`src/rtl/fifo_arb_pkg.sv`:
```
// Shared types and helpers for the FIFO write-port arbiter.
// Optional stall counter width lives here; the counter itself is enabled by FIFO_ARB_STALL_CNT_EN.
package fifo_arb_pkg;

    typedef enum logic [0:0] {
        IDLE  = 1'b0,
        BURST = 1'b1
    } arb_state_t;

    localparam int STALL_CNT_W = 16;

    // Index width for n producers; never narrower than one bit.
    function automatic int grant_idx_w(input int n);
        return (n > 1) ? $clog2(n) : 1;
    endfunction

endpackage

```
`src/rtl/fifo_wr_arbiter_rr_pick.sv`:
```
// Combinational round-robin picker: first requester at or after rr_ptr, wrapping modulo NUM_REQ.
module rr_pick
    import fifo_arb_pkg::*;
#(
    parameter int NUM_REQ = 4,
    localparam int IDX_W  = grant_idx_w(NUM_REQ)
) (
    input  logic [NUM_REQ-1:0] req,
    input  logic [IDX_W-1:0]   rr_ptr,
    output logic               valid,
    output logic [IDX_W-1:0]   idx
);

    logic [IDX_W:0]   w_sum [NUM_REQ];
    logic [IDX_W-1:0] w_pos [NUM_REQ];

    // w_pos[k] is the producer examined k-th in round-robin order.
    for (genvar gi = 0; gi < NUM_REQ; gi++) begin : g_pos
        assign w_sum[gi] = {1'b0, rr_ptr} + (IDX_W+1)'(gi);
        assign w_pos[gi] = (w_sum[gi] >= (IDX_W+1)'(NUM_REQ))
                         ? IDX_W'(w_sum[gi] - (IDX_W+1)'(NUM_REQ))
                         : IDX_W'(w_sum[gi]);
    end

    always_comb begin
        valid = |req;
        idx   = '0;
        // Walk from the back so the earliest position in the order wins.
        for (int k = NUM_REQ - 1; k >= 0; k--) begin
            if (req[w_pos[k]]) begin
                idx = w_pos[k];
            end
        end
    end

endmodule

```
`src/rtl/fifo_wr_arbiter.sv`:
```
// Round-robin arbiter sharing one FIFO write port among NUM_REQ producers, bursts of up to MAX_BURST.
// Define FIFO_ARB_STALL_CNT_EN to add the stall_clr input and the saturating stall_cnt output.
module fifo_wr_arbiter
    import fifo_arb_pkg::*;
#(
    parameter int NUM_REQ    = 4,
    parameter int DATA_WIDTH = 8,
    parameter int MAX_BURST  = 4,
    localparam int IDX_W     = grant_idx_w(NUM_REQ),
    localparam int CNT_W     = $clog2(MAX_BURST + 1)
) (
    input  logic                          clk,
    input  logic                          rst,
    input  logic [NUM_REQ-1:0]            req,
    input  logic [NUM_REQ*DATA_WIDTH-1:0] req_data,
    output logic [NUM_REQ-1:0]            ack,
    input  logic                          w_full,
    output logic                          w_en,
    output logic [DATA_WIDTH-1:0]         w_data,
    output logic [IDX_W-1:0]              grant_id,
    output logic                          busy
`ifdef FIFO_ARB_STALL_CNT_EN
    ,
    input  logic                          stall_clr,
    output logic [STALL_CNT_W-1:0]        stall_cnt
`endif
);

    arb_state_t       r_state, r_state_next;
    logic [IDX_W-1:0] r_rr_ptr, r_rr_ptr_next;
    logic [IDX_W-1:0] r_grant_id, r_grant_id_next;
    logic [CNT_W-1:0] r_burst_cnt, r_burst_cnt_next;

    logic             w_pick_valid;
    logic [IDX_W-1:0] w_pick_idx;
    logic             w_req_g;
    logic             w_xfer;

    rr_pick #(.NUM_REQ(NUM_REQ)) u_rr_pick (
        .req    (req),
        .rr_ptr (r_rr_ptr),
        .valid  (w_pick_valid),
        .idx    (w_pick_idx)
    );

    assign w_req_g  = req[r_grant_id];
    assign w_xfer   = (r_state == BURST) && w_req_g && !w_full;
    assign w_en     = w_xfer;
    assign busy     = (r_state == BURST);
    assign grant_id = r_grant_id;
    assign w_data   = (r_state == BURST) ? req_data[r_grant_id*DATA_WIDTH +: DATA_WIDTH]
                                         : '0;

    always_comb begin
        ack = '0;
        if (w_xfer) begin
            ack[r_grant_id] = 1'b1;
        end
    end

    always_ff @(posedge clk or posedge rst) begin
        if (rst) begin
            r_state     <= IDLE;
            r_rr_ptr    <= '0;
            r_grant_id  <= '0;
            r_burst_cnt <= '0;
        end else begin
            r_state     <= r_state_next;
            r_rr_ptr    <= r_rr_ptr_next;
            r_grant_id  <= r_grant_id_next;
            r_burst_cnt <= r_burst_cnt_next;
        end
    end

    always_comb begin
        r_state_next     = r_state;
        r_rr_ptr_next    = r_rr_ptr;
        r_grant_id_next  = r_grant_id;
        r_burst_cnt_next = r_burst_cnt;
        case (r_state)
            IDLE: begin
                if (w_pick_valid) begin
                    r_grant_id_next  = w_pick_idx;
                    r_rr_ptr_next    = (w_pick_idx == IDX_W'(NUM_REQ - 1)) ? '0
                                                                          : w_pick_idx + 1'b1;
                    r_burst_cnt_next = '0;
                    r_state_next     = BURST;
                end
            end
            BURST: begin
                // A dropped request ends the burst even if the FIFO is full.
                if (!w_req_g) begin
                    r_state_next = IDLE;
                end else if (!w_full) begin
                    r_burst_cnt_next = r_burst_cnt + 1'b1;
                    if (r_burst_cnt == CNT_W'(MAX_BURST - 1)) begin
                        r_state_next = IDLE;
                    end
                end
            end
            default: r_state_next = IDLE;
        endcase
    end

`ifdef FIFO_ARB_STALL_CNT_EN
    logic [STALL_CNT_W-1:0] r_stall_cnt;

    always_ff @(posedge clk or posedge rst) begin
        if (rst) begin
            r_stall_cnt <= '0;
        end else if (stall_clr) begin
            r_stall_cnt <= '0;
        end else if ((r_state == BURST) && w_req_g && w_full && (r_stall_cnt != '1)) begin
            r_stall_cnt <= r_stall_cnt + 1'b1;
        end
    end

    assign stall_cnt = r_stall_cnt;
`endif

endmodule
```
`config.mk`:
```
export PLATFORM = sky130hd
export DESIGN_NAME = fifo_wr_arbiter
export DESIGN_NICKNAME = d
export VERILOG_FILES = /design/src/rtl/fifo_arb_pkg.sv /design/src/rtl/fifo_wr_arbiter_rr_pick.sv /design/src/rtl/fifo_wr_arbiter.sv
export SDC_FILE = /design/constraint.sdc
export NUM_CORES = 1
export LEC_CHECK = 0
export CAP_MARGIN = 10
export CORE_MARGIN = 2
export CORE_UTILIZATION = 34
export CTS_BUF_LIST = sky130_fd_sc_hd__clkbuf_16
export DETAILED_ROUTE_END_ITERATION = 6
export MAX_ROUTING_LAYER = met4
export PLACE_DENSITY = 0.76
export SLEW_MARGIN = 20
export SYNTH_ARGS = -nofsm -noshare
export SYNTH_HDL_FRONTEND = slang
export SYNTH_SLANG_ARGS = --single-unit
```
`constraint.sdc`:
```
create_clock -name clk -period 1.7 [get_ports clk]
set_input_delay 0.34 -clock clk [delete_from_list [all_inputs] [get_ports clk]]
set_output_delay 0.34 -clock clk [all_outputs]
set_load 0.01 [all_outputs]
```
==> run summary <==
Total number of nets in the final design: 189
Standard cell core area: 2002 um2
Cell at the root of the clock tree: sky130_fd_sc_hd__clkbuf_16
Post-synth cell types: 27
Power density over the cells: 1502 nW/um2
Vias post-DR: 863
Worst hold slack after final layout: 0.3694 ns
Skew final: 0.0002809 ns
Die area: 2576 um2
CTS H-Tree Depth: 1
Post-Syn Instances: 73
Sequential Area: 201.4 um2
Worst min-delay path category: primary input to asynchronous set/reset pin
Proportion of synthesized chip area in sequential cells: 0.2694
Number of failing setup endpoints in the final timing report: 13
DR vias/cell: 4.960
Number of global-route vias before repair: 822
Clock tree from TritonCTS: yes
Largest driver fanout on the critical path: 3
Synthesized cell area: 743.2 um2
Finished Layout Cells: 174
Transition time at the pin with the least slew margin: 0.3567 ns
All-layer global routing usage: 0.2057
Run status: complete, but fails checks
Post-layout instance area: 1595 um2
GPL Wtd Cong: 0.6936
Largest net degree at the start of global routing: 13
Design Power: 2.396 mW
Mean area per synthesized cell: 10.18 um2
Clock Latency Late Sink: 0.23 ns
Floorplan row count: 16
DP Wirelength: 1.963 mm
Footprint of the multi-input gates: 531.8 um2
Critical path endpoint category: primary output
Accumulated negative setup slack: -3.286 ns
Clock net sink count: 8
Leakage dissipation: 0.7290 nW
Pre-CTS setup slack: -0.7490 ns
Critical path data required time: 1.36 ns
Synthesis Warnings: 0
Number of antenna diodes: 0
First-pass GRT wire length: 3.774 mm
Number of buffers added by the clock tree synthesis step: 3
Final worst-path cycle share: 1.194
Flop2flop setup slack: 0.04 ns
Type of origin of the critical path: flip-flop
Starting density of the core: 0.3713
Number of failing hold endpoints at the final stage: 0
Max Fclk: 492.6 MHz
Relative slew margins: 0.7600
Drt pass-1 iters: 4
Final critical-path setup slack: -0.3299 ns
Total placed instance area: 1401 um2
Fraction of final layout cells with drive strength greater than 1: 0.4082
Post-detailed-route wirelength per cell: 14.75 um
Aggregate global routing overflow: 0
Synthesized netlist net count: 114
Initial antenna violation count: 0
Die H: 50.76 um
Number of violations of the max-capacitance limit: 0
Type of the worst setup path: flip-flop to primary output
Horizontal extent of the die: 50.76 um
Arrival time of the worst setup path: 1.69 ns
Cell count after placement: 162
Hold-fix buffers, CTS: 0
Violated checks: negative setup slack
Max VDD drop: 1.340 mV
Post-synthesis sequential element count: 8
# port buffers: 54
Number of remaining DRC errors: 0
Clock input transition at the sequential cells of the worst setup and hold paths: 0.04 ns
Number of top-level design ports: 55
Syn-to-layout area delta: 114.6%
Unrepaired setup endpoints after global routing: true
Final min period: 2.030 ns
Number of buffers on the longest clock path: 2
Total wire length: 2.567 mm
Remaining antenna violation count after routing: 0
Number of pins exceeding their max-slew limit in the final report: 0
Final cell utilization of the core: 0.7969
DRT iter0 DRCs: 16
Filler cells: 133
-- layout by cell type, fill, tap and decap left out, drive strengths merged, types with 2 or more instances in the layout --
cell,count
nand2,8
and3,2
dlygate4sd2,4
nand3,4
inv,7
o21ai,5
mux4,9
nor2,2
a21oi,3
dfrtp,8
nand2b,2
buf,33
nor3,2
ha,2
clkbuf,3
clkdlybuf4s50,36
and2,8
-- state kept, by name (all words and copies together) (netlist names) --
| signal | count |
|---|---|
| busy | 1 |
| grant_id | 2 |
| r_burst_cnt | 3 |
| r_rr_ptr | 2 |
-- layout make-up --
type / count / share of cell area
Clock buffer: 3 / 0.04706
Tap cell: 27 / 0.02118
Clock inverter: 1 / 0.002353
Timing Repair Buffer: 74 / 0.4541
Inverter: 6 / 0.01569
Sequential cell: 8 / 0.1263
Multi-Input combinational cell: 55 / 0.3333
-- what timing repair did --
item | 4_1_cts | 5_1_grt
resized for setup | 58 | 28
setup endpoints to repair | 14 | 14
pin swaps | 1 | 12
setup buffers | 3 | 5
endpoints found under the hold margin | 0 | 0
-- kinds of logic (layout without fill, tap and decap cells) --
group / count (synthesis) / count (layout) / synth area share
fa+ha+maj: 2 / 2 / 0.03366
simple gates: 31 / 31 / 0.2357
flops: 8 / 8 / 0.2694
xor+xnor: 1 / 1 / 0.01179
compound gates: 11 / 11 / 0.09763
mux: 10 / 10 / 0.2912
buf+inv: 10 / 84 / 0.06062
-- metal layers --
layer	track usage	routed length, um
met1	0.2444	1069
met5	-	0
met4	0.1081	47
met3	0.03571	206
met2	0.3333	1244
-- worst paths after layout --
check                                           start                         end  depth (start not counted)
setup / recovery              grant_id[0]$_DFFE_PP0P_                      ack[2]                          6
min in group clk           r_burst_cnt[0]$_DFFE_PP0P_  r_burst_cnt[0]$_DFFE_PP0P_                          1
hold / removal                                    rst  r_burst_cnt[0]$_DFFE_PP0P_                          2
max in group asynchronous                         rst     grant_id[0]$_DFFE_PP0P_                          2
setup reg to reg              grant_id[0]$_DFFE_PP0P_  r_burst_cnt[0]$_DFFE_PP0P_                          8
hold reg to reg            r_burst_cnt[0]$_DFFE_PP0P_  r_burst_cnt[0]$_DFFE_PP0P_                          1
-- where the power goes --
group	internal (mW)	total, mW	switching (mW)
combinational	1.01	1.64	0.629
sequential	0.279	0.358	0.0783
clock	0.306	0.402	0.0953
-- cells in the mapped netlist --
cell                       instances  area share
sky130_fd_sc_hd__o21ai_0           4       0.027
sky130_fd_sc_hd__nand3b_4          1       0.027
sky130_fd_sc_hd__o2bb2a_1          1       0.013
sky130_fd_sc_hd__and2_1            8       0.067
sky130_fd_sc_hd__nand3_1           4       0.027
sky130_fd_sc_hd__nand2b_1          2       0.017
sky130_fd_sc_hd__or2_2             1      0.0084
sky130_fd_sc_hd__inv_4             1      0.0084
sky130_fd_sc_hd__nand2_1           8       0.040
sky130_fd_sc_hd__nor2_1            2       0.010
sky130_fd_sc_hd__buf_4             1       0.010
sky130_fd_sc_hd__a21oi_1           3       0.020
sky130_fd_sc_hd__ha_1              2       0.034
sky130_fd_sc_hd__mux4_2            8        0.24
sky130_fd_sc_hd__nor3_1            2       0.013
sky130_fd_sc_hd__nor4_1            1      0.0084
sky130_fd_sc_hd__mux2i_1           1       0.013
sky130_fd_sc_hd__a21boi_0          1       0.010
sky130_fd_sc_hd__mux4_1            1       0.035
sky130_fd_sc_hd__buf_2             1      0.0067
sky130_fd_sc_hd__o21ai_1           1      0.0067
sky130_fd_sc_hd__a311oi_2          1       0.020
sky130_fd_sc_hd__clkbuf_1          2       0.010
sky130_fd_sc_hd__xnor2_1           1       0.012
sky130_fd_sc_hd__inv_1             5       0.025
sky130_fd_sc_hd__dfrtp_1           8        0.27
sky130_fd_sc_hd__and3_1            2       0.017
-- worst max-delay path, stage by stage (launching register included) --
cell                       delay [ns]
sky130_fd_sc_hd__dfrtp_2         0.39
sky130_fd_sc_hd__buf_6           0.10
sky130_fd_sc_hd__mux4_2          0.53
sky130_fd_sc_hd__nand3b_4        0.12
sky130_fd_sc_hd__inv_4           0.04
sky130_fd_sc_hd__and3_4          0.16
sky130_fd_sc_hd__buf_6           0.11
(Power assumes the default switching activity.)
